--- src/rtl/riscv_sc_pkg.sv ---
// riscv_sc_pkg: shared definitions for the single-cycle RV32I-subset core.
//   - opcode constants for the supported instruction classes
//   - ALU control, immediate-format and result-select encodings
//   - ext_imm(): sign-extends the I/S/B/J immediates from an instruction word
package riscv_sc_pkg;

  localparam logic [6:0] OP_LW  = 7'b0000011;
  localparam logic [6:0] OP_SW  = 7'b0100011;
  localparam logic [6:0] OP_R   = 7'b0110011;
  localparam logic [6:0] OP_I   = 7'b0010011;
  localparam logic [6:0] OP_BR  = 7'b1100011;
  localparam logic [6:0] OP_JAL = 7'b1101111;

  typedef enum logic [2:0] {
    ALU_ADD = 3'd0,
    ALU_SUB = 3'd1,
    ALU_AND = 3'd2,
    ALU_OR  = 3'd3,
    ALU_SLT = 3'd4
  } alu_ctl_e;

  typedef enum logic [1:0] {
    IMM_I = 2'd0,
    IMM_S = 2'd1,
    IMM_B = 2'd2,
    IMM_J = 2'd3
  } imm_src_e;

  typedef enum logic [1:0] {
    RES_ALU = 2'd0,
    RES_MEM = 2'd1,
    RES_PC4 = 2'd2
  } result_src_e;

  // B and J offsets come out with bit 0 forced to zero.
  function automatic logic [31:0] ext_imm(input logic [31:0] ins, input imm_src_e sel);
    logic [31:0] imm;
    case (sel)
      IMM_I:   imm = {{20{ins[31]}}, ins[31:20]};
      IMM_S:   imm = {{20{ins[31]}}, ins[31:25], ins[11:7]};
      IMM_B:   imm = {{19{ins[31]}}, ins[31], ins[7], ins[30:25], ins[11:8], 1'b0};
      IMM_J:   imm = {{11{ins[31]}}, ins[31], ins[19:12], ins[20], ins[30:21], 1'b0};
      default: imm = '0;
    endcase
    return imm;
  endfunction

endpackage

--- src/rtl/riscv_sc_regfile.sv ---
// riscv_sc_regfile: 32x32 register file, two combinational read ports and one
// write port on the rising clock edge. x0 reads as zero and ignores writes.
// Ports:
//   clk       in  clock
//   rst       in  asynchronous active-low clear of x1..x31
//   we        in  write enable
//   ra1, ra2  in  read addresses
//   wa, wd    in  write address / data
//   rd1, rd2  out read data
module riscv_sc_regfile (
  input  logic        clk,
  input  logic        rst,
  input  logic        we,
  input  logic [4:0]  ra1,
  input  logic [4:0]  ra2,
  input  logic [4:0]  wa,
  input  logic [31:0] wd,
  output logic [31:0] rd1,
  output logic [31:0] rd2
);
  import riscv_sc_pkg::*;

  logic [31:0] regs [1:31];

  always_ff @(posedge clk or negedge rst) begin
    if (!rst) begin
      for (int unsigned i = 1; i < 32; i++) regs[i] <= '0;
    end else if (we && (wa != 5'd0)) begin
      regs[wa] <= wd;
    end
  end

  assign rd1 = (ra1 == 5'd0) ? '0 : regs[ra1];
  assign rd2 = (ra2 == 5'd0) ? '0 : regs[ra2];

endmodule

--- src/rtl/riscv_sc_core.sv ---
// riscv_sc_core: single-cycle RV32I-subset core (LW, SW, ADD/SUB/AND/OR/SLT,
// ADDI/ANDI/ORI/SLTI, BEQ, JAL). One instruction is fetched, executed and
// retired per clock. Unsupported encodings act as a NOP.
// Optional feature: define RISCV_SC_BNE_EN to decode BNE (branch funct3=001).
// Parameters:
//   n  data-memory byte address width
//   m  store data width (must be 32)
// Ports:
//   clk         in  clock, all state changes on rising edge
//   rst         in  asynchronous active-low reset (PC and GPRs cleared)
//   addr        out data-memory byte address (low n bits of ALU result)
//   write_data  out store data (rs2 value)
//   memwr       out data-memory write enable (SW only)
//   read_data   in  data-memory read data (combinational)
//   PC          out current program counter
//   instr       in  instruction at PC (combinational)
module riscv_sc_core #(
  parameter int n = 10,
  parameter int m = 32
) (
  input  logic         clk,
  input  logic         rst,
  output logic [n-1:0] addr,
  output logic [m-1:0] write_data,
  output logic         memwr,
  input  logic [31:0]  read_data,
  output logic [31:0]  PC,
  input  logic [31:0]  instr
);
  import riscv_sc_pkg::*;

  logic [6:0] opcode;
  logic [4:0] rd, rs1, rs2;
  logic [2:0] funct3;
  logic [6:0] funct7;

  assign opcode = instr[6:0];
  assign rd     = instr[11:7];
  assign funct3 = instr[14:12];
  assign rs1    = instr[19:15];
  assign rs2    = instr[24:20];
  assign funct7 = instr[31:25];

  logic        regwrite;
  logic        mem_we;
  logic        alu_src;
  imm_src_e    imm_src;
  result_src_e result_src;
  alu_ctl_e    alu_ctl;
  logic        branch_eq;
  logic        branch_ne;
  logic        jump;

  // Main decoder: every field combination not listed falls through with all
  // write enables low, which makes it a NOP that advances to PC+4.
  always_comb begin
    regwrite   = 1'b0;
    mem_we     = 1'b0;
    alu_src    = 1'b0;
    imm_src    = IMM_I;
    result_src = RES_ALU;
    alu_ctl    = ALU_ADD;
    branch_eq  = 1'b0;
    branch_ne  = 1'b0;
    jump       = 1'b0;
    case (opcode)
      OP_LW: begin
        if (funct3 == 3'b010) begin
          regwrite   = 1'b1;
          alu_src    = 1'b1;
          result_src = RES_MEM;
        end
      end
      OP_SW: begin
        if (funct3 == 3'b010) begin
          mem_we  = 1'b1;
          alu_src = 1'b1;
          imm_src = IMM_S;
        end
      end
      OP_R: begin
        case ({funct7, funct3})
          {7'b0000000, 3'b000}: begin regwrite = 1'b1; alu_ctl = ALU_ADD; end
          {7'b0100000, 3'b000}: begin regwrite = 1'b1; alu_ctl = ALU_SUB; end
          {7'b0000000, 3'b111}: begin regwrite = 1'b1; alu_ctl = ALU_AND; end
          {7'b0000000, 3'b110}: begin regwrite = 1'b1; alu_ctl = ALU_OR;  end
          {7'b0000000, 3'b010}: begin regwrite = 1'b1; alu_ctl = ALU_SLT; end
          default: ;
        endcase
      end
      OP_I: begin
        alu_src = 1'b1;
        case (funct3)
          3'b000: begin regwrite = 1'b1; alu_ctl = ALU_ADD; end
          3'b111: begin regwrite = 1'b1; alu_ctl = ALU_AND; end
          3'b110: begin regwrite = 1'b1; alu_ctl = ALU_OR;  end
          3'b010: begin regwrite = 1'b1; alu_ctl = ALU_SLT; end
          default: ;
        endcase
      end
      OP_BR: begin
        imm_src = IMM_B;
        alu_ctl = ALU_SUB;
        case (funct3)
          3'b000: branch_eq = 1'b1;
`ifdef RISCV_SC_BNE_EN
          3'b001: branch_ne = 1'b1;
`endif
          default: ;
        endcase
      end
      OP_JAL: begin
        regwrite   = 1'b1;
        jump       = 1'b1;
        imm_src    = IMM_J;
        result_src = RES_PC4;
      end
      default: ;
    endcase
  end

  logic [31:0] rd1, rd2, imm_ext, src_b, alu_result, result;
  logic [31:0] pc_plus4, pc_target, pc_next;
  logic        zero;

  riscv_sc_regfile u_regfile (
    .clk (clk),
    .rst (rst),
    .we  (regwrite),
    .ra1 (rs1),
    .ra2 (rs2),
    .wa  (rd),
    .wd  (result),
    .rd1 (rd1),
    .rd2 (rd2)
  );

  assign imm_ext = ext_imm(instr, imm_src);
  assign src_b   = alu_src ? imm_ext : rd2;

  always_comb begin
    case (alu_ctl)
      ALU_ADD: alu_result = rd1 + src_b;
      ALU_SUB: alu_result = rd1 - src_b;
      ALU_AND: alu_result = rd1 & src_b;
      ALU_OR:  alu_result = rd1 | src_b;
      ALU_SLT: alu_result = {31'd0, ($signed(rd1) < $signed(src_b))};
      default: alu_result = '0;
    endcase
  end

  assign zero = (alu_result == 32'd0);

  assign pc_plus4  = PC + 32'd4;
  assign pc_target = PC + imm_ext;
  assign pc_next   = (jump || (branch_eq && zero) || (branch_ne && !zero)) ? pc_target : pc_plus4;

  always_comb begin
    case (result_src)
      RES_MEM: result = read_data;
      RES_PC4: result = pc_plus4;
      default: result = alu_result;
    endcase
  end

  always_ff @(posedge clk or negedge rst) begin
    if (!rst) PC <= '0;
    else      PC <= pc_next;
  end

  assign addr       = alu_result[n-1:0];
  assign write_data = rd2[m-1:0];
  assign memwr      = mem_we;

endmodule

--- config.mk ---
export PLATFORM = sky130hd
export DESIGN_NAME = riscv_sc_core
export DESIGN_NICKNAME = d
export VERILOG_FILES = /design/src/rtl/riscv_sc_pkg.sv /design/src/rtl/riscv_sc_regfile.sv /design/src/rtl/riscv_sc_core.sv
export SDC_FILE = /design/constraint.sdc
export NUM_CORES = 2
export LEC_CHECK = 0
export CAP_MARGIN = 20
export CELL_PAD_IN_SITES_DETAIL_PLACEMENT = 0
export CELL_PAD_IN_SITES_GLOBAL_PLACEMENT = 1
export CORE_UTILIZATION = 45
export DETAILED_ROUTE_END_ITERATION = 12
export GPL_TIMING_DRIVEN = 0
export PLACE_DENSITY = 0.7
export SLEW_MARGIN = 10
export SYNTH_ARGS = -nofsm -noshare
export SYNTH_HDL_FRONTEND = slang
export SYNTH_HIERARCHICAL = 1
export SYNTH_SLANG_ARGS = --single-unit
--- constraint.sdc ---
create_clock -name clk -period 10.3 [get_ports clk]
set_input_delay 2.06 -clock clk [delete_from_list [all_inputs] [get_ports clk]]
set_output_delay 2.06 -clock clk [all_outputs]
set_load 0.02 [all_outputs]
==> results.yml <==
clock_tree:
  max-clock-path-buffers: 3
  cts.clk_slew.worst_paths_ns: 0.06
  numCtsBuffers: 116
  htree_levels: 3
  cts_tree: "built"
  holdBufCountCts: 0
  insertion_delay_ns: 0.80
  cts.sinks: 1024
  cts_root_buf: "clkbuf_16"
pwr:
  total_power_mw: 10.8
  p_per_area_nw_per_um2: 151
  leakagePower_nw: 33.1
  irDropWorstVdd_mv: 0.171
drt:
  drc: 0
  via_per_inst: 6.82
  ant_nets: 0
  wl_per_cell_um: 38.1
  drt_wl_total_um: 276000
  drtPass1Iterations: 7
  drtIter0Drc: 6555
  vias: 49400
global_routing:
  grt_pass1_wl_um: 382000
  antenna_found_initial: 14
  grt_max_degree: 156
  first_global_vias: 48600
  track_usage_pct: 38.7
  grt_overflow: 0
setup_path:
  end_kind: "output port"
  reg2reg_slack_ns: 3.38
  critPathMostFrequentCell: "buf_4"
  crit_path_top_delay_cell: "o31a_1"
  path_class: "in -> out"
  crit_fanout: 10
  slowest_delay_ns: 0.64
  critPathLaunchType: "input port"
  path_cells: "clkdlybuf4s50_1, buf_4, buf_4, buf_4, buf_4, mux2i_1, a22oi_1, o31a_1, o21a_1, inv_1, ha_1, clkbuf_1, nor2b_1, o21ai_0, and2_1, nand2b_1, o211ai_1, a21oi_1, or4_1, a21o_1, clkdlybuf4s50_1"
  critPathRequiredTime_ns: 8.24
  critPathArrivalTime_ns: 8.35
floorplanning:
  die_h_um: 377
  core-area_sq_um: 139000
  rows: 137
  start_util_pct: 45.3
  die_w_um: 377
  die-area_sq_um: 142000
  ios: 141
timing:
  setup_ws_ns: -0.114
  fin_crit_ns: 10.41
  setup_viol: 1
  grt_setup_unrepaired: "true"
  hold-worst-slack_ns: 0.513
  tightest_slew_ns: 1.30
  post-route-period-util_pct: 101
  fmax_ghz: 0.0960
  relSlewSlack_pct: 13.4
  hold_viol: 0
  drv_slew: 0
  clock_skew_ns: 0.0536
layout:
  fin_area_sq_um: 71800
  area_growth_pct: 13.8
  finalNetCount: 5463
  fillers: 12200
  fin_cells: 7244
  drive_gt1_share_pct: 37.4
logic_synthesis:
  yosysSeqAreaShare_pct: 40.6
  synth_cells: 4955
  async_reset_ff_share_pct: 100
  synth-edff-count: 0
  ys_types: 91
  synthFlopType: "dfrtp_1"
  netlist_area_sq_um: 63100
  ys_warn_count: 6
  post_synth.cell_area_avg_sq_um: 12.7
  synth-seq-cells: 1024
  syn_nets: 5161
placement:
  dp.cells: 6997
  io_buffers: 139
  dpl_cell_area_sq_um: 67300
  hpwl_um: 197000
  gp_congestion: 1.02
hold_path:
  hold_class: "reg -> reg"
outcome:
  violations: "setup timing"
  status: "complete, but fails checks"
run:
  cap_violations: 0
==> worst max-delay path, delay by kind of cell <==
kind / cells / cell delay, ns
compound gates: 7 / 1.79
fa+ha+maj: 1 / 0.29
buf+inv: 8 / 2.90
mux: 1 / 0.18
simple gates: 4 / 1.09
==> path summary, 6_finish.rpt <==
check	from	end	cells after the start
setup / recovery	instr[22]	addr[0]	21
hold / removal	u_regfile/regs[778]	u_regfile/regs[778]	1
setup reg to reg	u_regfile/regs[204]	PC[22]	21
hold reg to reg	u_regfile/regs[778]	u_regfile/regs[778]	1
max in group asynchronous	rst	u_regfile/regs[906]	4
min in group asynchronous	rst	u_regfile/regs[409]	1
==> state kept, by name (all words and copies together) (netlist names) <==
name	flops
PC	32
u_regfile/regs	992
==> where the power goes <==
part	internal, mW	leakage (nW)	switching, mW
sequential	4.12	14.2	0.121
combinational	0.751	17.0	1.53
clock	2.49	1.94	1.81
==> synthesized netlist by cell type (all sizes together) (51+ instances only) <==
library cell  number  area [sq um]
mux2            1103         12400
nand2            111           417
nor2b             60           375
a22oi            108           811
a221oi            63           552
clkbuf           214           805
o21a              53           398
mux4             377          8490
buf              247          1410
dfrtp           1024         25600
nor3              71           372
inv              125           469
o211ai            51           383
ha               137          1710
xnor2             52           455
mux2i            291          2910
nor2             168           638
o21ai             84           420
a21oi             92           460
==> area by class of cell <==
type	instances	area (sq um)	area share, %
multi-input cells	3344	34900	48.6
flip-flops and latches	1024	25600	35.7
clock buffers	170	3450	4.80
plain buffers	457	2440	3.40
well taps	1876	2350	3.27
repair buffers	188	2060	2.87
inverters	126	478	0.665
clock inverters	42	465	0.648
diodes	17	42.5	0.0592
==> repair_timing <==
item,in CTS,in global routing
endpoints found under the setup margin,35,3
pin swaps,11,0
gates resized for setup,109,25
setup buffers,16,0
==> cells in the final DEF (no fill, tap or decap), drive strengths merged, types with 12 or more instances in the layout <==
| master | count |
|---|---|
| mux2 | 1103 |
| dfrtp | 1024 |
| clkbuf | 385 |
| mux4 | 377 |
| mux2i | 291 |
| buf | 291 |
| nor2 | 168 |
| ha | 137 |
| clkdlybuf4s50 | 134 |
| inv | 130 |
| nand2 | 111 |
| a22oi | 108 |
| a21oi | 92 |
| o21ai | 84 |
| nor3 | 71 |
| a221oi | 63 |
| nor2b | 60 |
| o21a | 53 |
| xnor2 | 52 |
| o211ai | 51 |
| nand3 | 50 |
| a21o | 37 |
| and3 | 37 |
| o22ai | 32 |
| o31a | 32 |
| clkinv | 27 |
| nand2b | 26 |
| a221o | 25 |
| a211oi | 24 |
| xor2 | 22 |
| nand4 | 18 |
| diode | 17 |
| o22a | 16 |
| nor4 | 16 |
| a2111oi | 16 |
| or3 | 15 |
| a31oi | 12 |
| o32ai | 12 |
==> metrics by stage <==
| stage | setup slack, ns | util, % | TNS (ns) |
|---|---|---|---|
| 6_report | -0.114 | 51.5 | -0.114 |
| 3_5_place_dp | -1.55 | 48.3 | -113.19 |
| 5_1_grt | -0.124 | 51.5 | -0.124 |
| 4_1_cts | 0.0277 | 51.4 | 0 |
| 3_3_place_gp | -40.88 | 48.0 | - |
| 2_1_floorplan | 2.08 | - | 0 |
==> layer usage <==
metal,wire [um],GRT usage [%],vias to the layer above
met4,19200,22.8,12
met5,89,0.172,-
met1,106000,49.1,25800
met3,32500,14.2,888
li1,-,-,19500
met2,118000,56.6,3156
==> cells by family (layout without fill, tap and decap cells) <==
kind of cell	count (synthesis)	after routing	synth area share [%]
flip-flops	1024	1024	40.6
AO/OA/AOI/OAI	736	736	8.56
buffers and inverters	587	983	4.26
multiplexers	1771	1771	37.7
adder cells (fa/ha/maj)	140	140	2.81
AND/OR/NAND/NOR	623	623	5.01
other	0	17	0
XOR/XNOR	74	74	1.03
Note: power is estimated with default switching activity, not from simulation.
